## src/rtl/wrapper_ctrl_pkg.sv

```systemverilog
// Shared definitions for seq_wrapper_ctrl: FSM state encoding, strobe bundle, defaults.
package wrapper_ctrl_pkg;

  localparam int unsigned DEF_NUM_WORDS      = 4;
  localparam int unsigned DEF_TIMEOUT_CYCLES = 255;

  typedef enum logic [3:0] {
    IDLE      = 4'd0,
    ARMED     = 4'd1,
    LOAD      = 4'd2,
    CHECK     = 4'd3,
    ENG_START = 4'd4,
    WAIT_ENG  = 4'd5,
    SHIFT     = 4'd6,
    WRITE     = 4'd7,
    FINISH    = 4'd8,
    ERR       = 4'd9
  } state_e;

  typedef struct packed {
    logic done;
    logic wr_req;
    logic eng_start;
    logic sr_ld;
    logic r_ld;
    logic sc_ld;
    logic sr_en;
    logic sc_en;
    logic busy;
  } strobes_t;

  // Moore decode of the datapath strobes for a given state.
  function automatic strobes_t decode_strobes(input state_e s);
    strobes_t o;
    o      = '0;
    o.busy = 1'b1;
    case (s)
      IDLE, ARMED, ERR: o.busy = 1'b0;
      LOAD: begin
        o.sr_ld = 1'b1;
        o.r_ld  = 1'b1;
      end
      ENG_START: o.eng_start = 1'b1;
      WAIT_ENG:  o.sc_ld     = 1'b1;
      SHIFT: begin
        o.sr_en = 1'b1;
        o.sc_en = 1'b1;
      end
      WRITE:  o.wr_req = 1'b1;
      FINISH: o.done   = 1'b1;
      default: ;
    endcase
    return o;
  endfunction

endpackage

```

## src/rtl/eng_watchdog.sv

```systemverilog
// Engine wait watchdog: counts WAIT_ENG cycles, flags the cycle on which the limit is reached.
module eng_watchdog #(
  parameter int unsigned TIMEOUT_CYCLES = 255
) (
  input  logic clk,
  input  logic rst,
  input  logic clear,
  input  logic cnt_en,
  output logic expired_c
);

  localparam int unsigned CW = $clog2(TIMEOUT_CYCLES + 1);

  logic [CW-1:0] count;

  // Saturating cycle counter; cleared just before each engine wait begins.
  always_ff @(posedge clk or posedge rst) begin
    if (rst) begin
      count <= '0;
    end else if (clear) begin
      count <= '0;
    end else if (cnt_en && (count != CW'(TIMEOUT_CYCLES))) begin
      count <= count + CW'(1);
    end
  end

  // The current wait cycle is the TIMEOUT_CYCLES-th one.
  assign expired_c = cnt_en && (count == CW'(TIMEOUT_CYCLES - 1));

endmodule

```

## src/rtl/seq_wrapper_ctrl.sv

```systemverilog
// Word sequencing controller for the engine wrapper datapath.
// Optional engine watchdog / ERR state enabled by defining ENG_TIMEOUT_EN.
module seq_wrapper_ctrl
  import wrapper_ctrl_pkg::*;
#(
  parameter int unsigned NUM_WORDS      = DEF_NUM_WORDS,
  parameter int unsigned CNT_W          = $clog2(NUM_WORDS + 1),
  parameter int unsigned TIMEOUT_CYCLES = DEF_TIMEOUT_CYCLES
) (
  input  logic             clk,
  input  logic             rst,
  input  logic             start,
  input  logic             eng_done,
  input  logic             wr_ack,
  output logic             done,
  output logic             wr_req,
  output logic             eng_start,
  output logic             sr_ld,
  output logic             r_ld,
  output logic             sc_ld,
  output logic             sr_en,
  output logic             sc_en,
  output logic             busy,
  output logic [CNT_W-1:0] word_idx,
  output logic             err
);

  state_e   state_q;
  state_e   state_d;
  strobes_t strb_q;
  logic     last_word_c;
  logic     wd_expired_c;

  assign last_word_c = (word_idx == CNT_W'(NUM_WORDS));

`ifdef ENG_TIMEOUT_EN
  eng_watchdog #(
    .TIMEOUT_CYCLES(TIMEOUT_CYCLES)
  ) u_eng_watchdog (
    .clk      (clk),
    .rst      (rst),
    .clear    (state_q == ENG_START),
    .cnt_en   (state_q == WAIT_ENG),
    .expired_c(wd_expired_c)
  );
`else
  logic [31:0] unused_timeout;
  assign unused_timeout = 32'(TIMEOUT_CYCLES);
  assign wd_expired_c   = 1'b0;
`endif

  always_ff @(posedge clk or posedge rst) begin
    if (rst) begin
      state_q <= IDLE;
    end else begin
      state_q <= state_d;
    end
  end

  // Next-state logic; a completing engine wins over an expiring watchdog.
  always_comb begin
    state_d = state_q;
    case (state_q)
      IDLE:      if (start) state_d = ARMED;
      ARMED:     if (!start) state_d = LOAD;
      LOAD:      state_d = CHECK;
      CHECK:     state_d = last_word_c ? FINISH : ENG_START;
      ENG_START: state_d = WAIT_ENG;
      WAIT_ENG: begin
        if (eng_done) begin
          state_d = SHIFT;
        end else if (wd_expired_c) begin
          state_d = ERR;
        end
      end
      SHIFT:     state_d = WRITE;
      WRITE:     if (wr_ack) state_d = CHECK;
      FINISH:    state_d = IDLE;
      ERR:       if (start) state_d = ARMED;
      default:   state_d = IDLE;
    endcase
  end

  // Strobes are registered from the next state so each output tracks the state register.
  always_ff @(posedge clk or posedge rst) begin
    if (rst) begin
      strb_q <= '0;
    end else begin
      strb_q <= decode_strobes(state_d);
    end
  end

  assign done      = strb_q.done;
  assign wr_req    = strb_q.wr_req;
  assign eng_start = strb_q.eng_start;
  assign sr_ld     = strb_q.sr_ld;
  assign r_ld      = strb_q.r_ld;
  assign sc_ld     = strb_q.sc_ld;
  assign sr_en     = strb_q.sr_en;
  assign sc_en     = strb_q.sc_en;
  assign busy      = strb_q.busy;

  // Word index: cleared by LOAD, advanced by SHIFT, never past NUM_WORDS.
  always_ff @(posedge clk or posedge rst) begin
    if (rst) begin
      word_idx <= '0;
    end else if (state_q == LOAD) begin
      word_idx <= '0;
    end else if ((state_q == SHIFT) && !last_word_c) begin
      word_idx <= word_idx + CNT_W'(1);
    end
  end

`ifdef ENG_TIMEOUT_EN
  always_ff @(posedge clk or posedge rst) begin
    if (rst) begin
      err <= 1'b0;
    end else begin
      err <= (state_d == ERR);
    end
  end
`else
  assign err = 1'b0;
`endif

endmodule

```

## config.mk

```make
export PLATFORM = sky130hd
export DESIGN_NAME = seq_wrapper_ctrl
export DESIGN_NICKNAME = d
export VERILOG_FILES = /design/src/rtl/wrapper_ctrl_pkg.sv /design/src/rtl/eng_watchdog.sv /design/src/rtl/seq_wrapper_ctrl.sv
export SDC_FILE = /design/constraint.sdc
export NUM_CORES = 1
export LEC_CHECK = 0
export CAP_MARGIN = 10
export CORE_MARGIN = 3
export CORE_UTILIZATION = 46
export DETAILED_ROUTE_END_ITERATION = 12
export GPL_TIMING_DRIVEN = 1
export PLACE_DENSITY_LB_ADDON = 0.05
export SKIP_LAST_GASP = 1
export SYNTH_ARGS = -nofsm -noshare
export SYNTH_HDL_FRONTEND = slang
export SYNTH_HIERARCHICAL = 1
export SYNTH_SLANG_ARGS = --single-unit
```

## constraint.sdc

```tcl
create_clock -name clk -period 1.5 [get_ports clk]
set_input_delay 0.3 -clock clk [delete_from_list [all_inputs] [get_ports clk]]
set_output_delay 0.3 -clock clk [all_outputs]
set_load 0.05 [all_outputs]
```

# Word-level counts from Yosys, hierarchy flattened
# Index checks and enable logic that the tools add are counted.
# classes
eq_ne,17
n_addsub,1
n_reduce_logical,7
muxes,15
# ops
operator,n
4-bit by 3-bit equality test with 1-bit output (second input constant),8
4-bit case mux with 8 select lines,1
4-bit 2-to-1 mux,5
4-bit by 2-bit equality test with 1-bit output (second input constant),3
4-bit equality test (second input constant),3
4-bit by 1-bit equality test with 1-bit output (second input constant),2
4-bit zero test,2
3-bit 2-to-1 mux,2
1-bit 2-to-1 mux,5
2-bit 2-to-1 mux,2
3-bit by 1-bit adder with 3-bit output (second input constant),1
3-bit equality test (second input constant),1
3-bit OR reduction,1
2-bit nonzero test,1
2-bit OR reduction,1
1-bit logical AND,1
1-bit zero test,1
# totals
reg_bits,16
output_inout_bits,13
input_bits,5
elab_cells,51

# Depth between registers and ports, before layout
# Gate-level depths: netlist of the first run.
# logic_depth
ltp_word,6
ltp_mapped,5
ltp_nobuf,5

# Least setup slack after synthesis of the first run
# OpenSTA, ideal clock, no wires.
# synth_timing
kind,register -> register
start,register word_idx[0]
end,"register strb_q, in the netlist sc_ld"
path_stages_with_launch,6
setup_ns,0.096
required_time_ns,1.404
t_arrival_ns,1.472
synth_period_minus_slack_ns,1.568
path_buffers,0
path_slack_ns,-0.068
cell_sequence,dfrtp_1 > inv_1 > ha_1 > nand2_1 > a22oi_1 > nor4_2
# synth_between
elab_chain_cells,5
# synth_rtl
element,line_no,rtl
"start, declared",seq_wrapper_ctrl.sv:24,"output logic [CNT_W-1:0] word_idx,"
"start signal, assigned",seq_wrapper_ctrl.sv:110,word_idx <= word_idx + CNT_W'(1);
3-bit equality test,seq_wrapper_ctrl.sv:34,assign last_word_c = (word_idx == CNT_W'(NUM_WORDS));
4-bit 2-to-1 mux,seq_wrapper_ctrl.sv:67,CHECK: state_d = last_word_c ? FINISH : ENG_START;
4-bit case mux with 8 select lines,seq_wrapper_ctrl.sv:63,case (state_q)
4-bit by 3-bit equality test with 1-bit output,wrapper_ctrl_pkg.sv:37,case (s)
1-bit 2-to-1 mux,wrapper_ctrl_pkg.sv:37,
"end signal, assigned",seq_wrapper_ctrl.sv:89,strb_q <= decode_strobes(state_d);
"end, declared",seq_wrapper_ctrl.sv:30,strobes_t strb_q;
# Every way passes these cells.
# A chain may end at the register's enable or synchronous reset.

# Final worst setup path of the first run
# Same ends and word-level chain as after synthesis.

==> run summary, run 1 <==
P per Cell Area -> 2330 nW/µm²
CTS tree -> yes
Max Buffers Root-to-Sink -> 2
H-tree depth -> 1
Post-Syn Nets -> 75
CTS Hold Bufs -> 0
clk_skew -> 0.00440 ns
starting density of the core -> 0.510
I/O pin count -> 18
Die X-Extent -> 44.9 µm
fmax -> 723 MHz
register area share after synthesis -> 0.503
Congestion Overflow GR -> 0
Adder-Cell Fraction of Synth Area -> 0.0359
hold crit path type -> input port to async pin
Max-cap violations -> 0
Tmin final -> 1.38 ns
Finished Cell Area -> 1020 µm²
fin nets -> 93
RSZ-0062 raised after global routing -> false
Cell Area, Synth -> 697 µm²
Min Hold Slack -> 0.321 ns
yosys warns -> 6
Final ANT Viol Nets -> 0
peak supply drop -> 1.48 mV
Vias -> 564
post-synthesis mux area share -> 0.0144
Routed WL -> 1420 µm
num rows -> 13
I/O Buffers -> 16
die area -> 2020 µm²
Setup WS pre-CTS -> -0.0507 ns
CTS resizes -> 0
Worst Path Arrival -> 1.57 ns
final setup violation count -> 0
Crit. End Element -> register
TNS Setup -> 0 ns
unique cell type count in the Yosys netlist -> 31
startpoint type of the worst setup path -> register
Layout Cells excl Fill -> 100
vias in the first global route -> 547
Num CTS Buffers -> 3
GP Congestion -> 0.839
main combinational cell family by area after synthesis -> simple AND/OR/NAND/NOR gates
capturing point of the worst reg2reg path -> sc_ld
P&R area growth vs syn -> 46.5%
Final Hold Violating Endpoints -> 0
outcome -> complete, no violations
crit path kind -> register to register
WL/cell -> 14.2 µm
Setup WS post-layout -> 0.117 ns
Via-to-Cell Ratio -> 5.64
initial antenna violation count -> 0
# diodes -> 0
Reg2Reg Depth -> 5
DRC -> 0
Post-Synth XOR/XNOR Area -> 0
GRT Total Usage -> 0.156
period utilisation layout -> 0.922
Clock transition at path regs -> 0.09 ns
maximum net fanout on the critical path -> 4
number of synthesized register bits -> 14
pin count of the biggest net entering global routing -> 15
drt initial violations -> 12
clk_lat worst skew -> 0.28 ns
Filler Cells Inserted -> 89
first-pass GRT wire length -> 2310 µm
setup repair bufs after CTS -> 0
setup slack, reg-to-reg -> 0.12 ns
Root Driver -> clkbuf_4
Pre-antenna DRT Iters -> 5
core footprint -> 1370 µm²
leakage power -> 0.450 nW
Chip Height -> 44.9 µm
Synth Area in Compound Gates -> 0.129
Final Max Tran Viols -> 0
Reg-to-Reg Start -> word_idx[0]
syn avg cell area -> 10.2 µm²
Final Power -> 2.37 mW
Synth Area in Simple Gates -> 0.239
DP HPWL -> 1030 µm
Clock Sinks -> 14
CP required -> 1.69 ns
dpl cell area -> 985 µm²
fin util -> 0.747
layout cells sized above 1 -> 0.306
most frequent cells in the layout -> 12 x dfrtp_1, 12 x buf_12, 7 x nand2_1
placed cells -> 96
Mapped Cells -> 68
[power breakdown]
group,switching (mW),total [mW],internal (mW),leakage [nW]
clock,0.123,0.270,0.147,0.0210
sequential,0.220,0.740,0.520,0.175
combinational,0.707,1.36,0.658,0.253
total,1.05,2.37,1.32,0.450
[metal layers]
layer,track usage,wire [µm],up-vias
met5,0,0,-
met4,0.0936,23,0
met2,0.215,612,19
li1,-,-,267
met1,0.222,705,274
met3,0.0319,74,4
[registers in the layout, summed over array words and instances (netlist names)]
signal     cells
wr_req         1
sc_en          1
sc_ld          1
eng_start      1
word_idx       3
state_q        4
r_ld           1
busy           1
done           1
[worst max-delay path by stage]
stage,from,end,slack (ns),depth (start not counted)
4_1_cts,word_idx[0],sc_ld,0.12,5
6_report,word_idx[0],sc_ld,0.12,5
3_3_place_gp,start,sc_ld,-0.0004,4
3_5_place_dp,start,sc_ld,-0.05,4
5_1_grt,word_idx[0],sc_ld,0.05,5
2_1_floorplan,word_idx[0],sc_ld,0.09,5
[cell families (layout without fill, tap and decap cells)]
kind of cell | Yosys count | count (layout)
DFF | 14 | 14
muxes | 1 | 1
other | 1 | 1
buffers and inverters | 10 | 27
and+or+nand+nor | 27 | 27
adders and majority gates | 2 | 2
AOI/OAI and AO/OA | 13 | 13
[layout make-up]
class,instances,area [µm²],share of cell area
clock buffers,4,36.3,0.0355
well taps,15,18.8,0.0184
repair buffers,19,303,0.297
inverters,4,15.0,0.0147
flip-flops and latches,14,353,0.346
multi-input cells,44,295,0.289
[worst max-delay path, cell delays in order (launching register included)]
cell,delay [ns]
dfrtp_2,0.42
inv_1,0.09
ha_1,0.22
nand2_1,0.14
a22oi_1,0.15
nor4_2,0.28
[cells in the mapped netlist]
master,instances,share of area
inv_1,4,0.022
a22oi_1,1,0.011
o21ai_0,1,0.0072
ha_1,2,0.036
nand4_1,2,0.018
nand3_1,3,0.022
nand2b_1,1,0.0090
a21oi_1,5,0.036
clkbuf_1,1,0.0054
o21ba_2,1,0.014
nand3b_1,1,0.011
buf_4,3,0.032
and4bb_1,1,0.018
or3_1,1,0.0090
nor2_1,2,0.011
nor2b_1,1,0.0090
nor4_1,1,0.0090
o21bai_1,1,0.011
and2_1,3,0.027
dfrtp_1,14,0.50
nand2_1,7,0.038
nor3b_2,1,0.018
o221a_2,1,0.016
o211ai_1,2,0.022
nor4_2,1,0.018
conb_1,1,0.0054
mux2i_1,1,0.014
o2bb2ai_1,1,0.013
nand2b_2,1,0.013
buf_2,2,0.014
nor3b_1,1,0.011
Power figures use the tool's default switching activity.
==> run 2: changes to the inputs <==
Settings changed: CORE_UTILIZATION 46 to 36.
==> run 2 against run 1 <==
  * Sequential share of layout area barely moved
  * Maximum frequency rose by 0.92%
  * Wire length fell by 1.3%
  * Final area fell by 0.12%
  * Clock power fell by 24%
  * Cell count rose by 9.0%
  * Via count fell by 4.6%
  * Hold slack barely moved
  * Critical path type unchanged
==> run summary, run 2 (synthesized netlist as in run 1, its figures left out) <==
DRC -> 0 (unchanged)
Via-to-Cell Ratio -> 4.94 (-12%)
CTS tree -> yes
Layout Cells excl Fill -> 109 (+9.0%)
Min Hold Slack -> 0.321 ns (-0.000198 ns)
period utilisation layout -> 0.914 (-0.00842)
layout cells sized above 1 -> 0.298 (-0.00826)
initial antenna violation count -> 0 (unchanged)
Congestion Overflow GR -> 0 (unchanged)
Seq pwr share -> 0.322 (+0.010)
most frequent cells in the layout -> 12 x dfrtp_1, 12 x buf_12, 7 x nand2_1
CTS resizes -> 0 (unchanged)
hold crit path type -> input port to async pin
peak supply drop -> 1.05 mV (-29%)
Final ANT Viol Nets -> 0 (unchanged)
setup slack, reg-to-reg -> 0.13 ns (about the same)
Reg-to-Reg Start -> state_q[2]
Final Max Tran Viols -> 0 (unchanged)
placed cells -> 106 (+10%)
fmax -> 730 MHz (+0.92%)
Setup WS post-layout -> 0.129 ns (+0.0126 ns)
pin count of the biggest net entering global routing -> 15 (unchanged)
# diodes -> 0 (unchanged)
RSZ-0062 raised after global routing -> false
Die X-Extent -> 50 µm (+11%)
Final Power -> 2.31 mW (-2.9%)
leakage power -> 0.442 nW (-1.6%)
Clock transition at path regs -> 0.08 ns (about the same)
core footprint -> 1780 µm² (+30%)
I/O Buffers -> 16 (unchanged)
Logic pwr share -> 0.589 (+0.014)
clk_lat worst skew -> 0.28 ns (about the same)
crit path kind -> register to register
Clock Sinks -> 14 (unchanged)
worst setup path start -> state_q[2]
fin util -> 0.572 (-0.175)
GRT Total Usage -> 0.131 (-0.0247)
vias in the first global route -> 556 (+1.6%)
max reg flops -> 4 (unchanged)
Pre-antenna DRT Iters -> 4 (-1)
Finished Cell Area -> 1020 µm² (-0.12%)
starting density of the core -> 0.391 (-0.119)
Max-cap violations -> 0 (unchanged)
P per Cell Area -> 2260 nW/µm² (-2.8%)
Setup WS pre-CTS -> -0.0246 ns (+0.0261 ns)
outcome -> complete, no violations
Crit. End Element -> register
drt initial violations -> 18 (+6)
Max Buffers Root-to-Sink -> 2 (unchanged)
setup repair bufs after CTS -> 0 (unchanged)
I/O pin count -> 18 (unchanged)
GP Congestion -> 0.767 (-8.5%)
CP required -> 1.68 ns (about the same)
num rows -> 15 (+2)
Largest regs -> state_q: 4 flops, word_idx: 3 flops
die area -> 2500 µm² (+24%)
startpoint type of the worst setup path -> register
fin nets -> 93 (unchanged)
CTS Hold Bufs -> 0 (unchanged)
Chip Height -> 50 µm (+11%)
Final Hold Violating Endpoints -> 0 (unchanged)
DP HPWL -> 1080 µm (+5.1%)
Num CTS Buffers -> 3 (unchanged)
Psw -> 1.04 mW (-1.3%)
Sw Share -> 0.449 (+0.00735)
P&R area growth vs syn -> 46.3%
first-pass GRT wire length -> 2430 µm (+5.1%)
clock share of power -> 0.088 (-0.026)
clk_skew -> 0.00662 ns (+0.00221 ns)
Vias -> 538 (-4.6%)
Most flops, register -> state_q
Power Internal -> 1.27 mW (-4.2%)
dpl cell area -> 997 µm² (+1.3%)
final setup violation count -> 0 (unchanged)
Tmin final -> 1.37 ns (-0.0126 ns)
Routed WL -> 1400 µm (-1.3%)
Worst Path Arrival -> 1.55 ns (-0.02 ns)
H-tree depth -> 1 (unchanged)
maximum net fanout on the critical path -> 8 (+4)
Root Driver -> clkbuf_4
WL/cell -> 12.8 µm (-9.4%)
TNS Setup -> 0 ns (unchanged)
-- run 2: changes by cell type in the layout (fill, tap and decap cells not counted) --
| cell | before | now |
|---|---|---|
| clkbuf_8 | 1 | 0 |
-- run 2: power groups by stage --
stage                     Clock (mW)  Sequential (mW)  Combinational (mW)
after global routing           0.229            0.769                1.44
final                          0.204            0.743                1.36
after global placement             0            0.743                1.35
after floorplan                    0            0.937               0.569
after CTS                      0.218            0.739                1.37
after detailed placement           0            0.746                1.37
-- run 2: layout make-up --
| type | count | area (µm²) |
|---|---|---|
| Tap cell | 25 | 31.3 |
| Timing Repair Buffer | 19 | 303 |
| Fill cell | 164 | 763 |
| Clock buffer | 3 | 22.5 |
| Multi-Input combinational cell | 44 | 295 |
| Sequential cell | 14 | 353 |
| Inverter | 4 | 15.0 |
-- run 2: path summary, 6_finish.rpt --
path | endpoint | depth (start not counted)
max | sc_ld | 3
min | r_ld | 3
max reg2reg | sc_ld | 3
min reg2reg | word_idx[0] | 2
max in group asynchronous | word_idx[0] | 3
min in group clk | r_ld | 2
-- run 2: critical path, stage by stage (launching register included) --
cell	delay, ns
dfrtp_1	0.47
nand2b_2	0.25
o221a_2	0.33
nor4_2	0.23
-- run 2: layer usage --
metal  wire length, µm  track usage  vias to the layer above  share of wire
met1               630        0.157                      252           0.45
met5                 0            0                        -              0
met4                13       0.0691                        0         0.0093
li1                  -            -                      263              -
met2               660        0.202                       21           0.47
met3                93       0.0483                        2          0.067
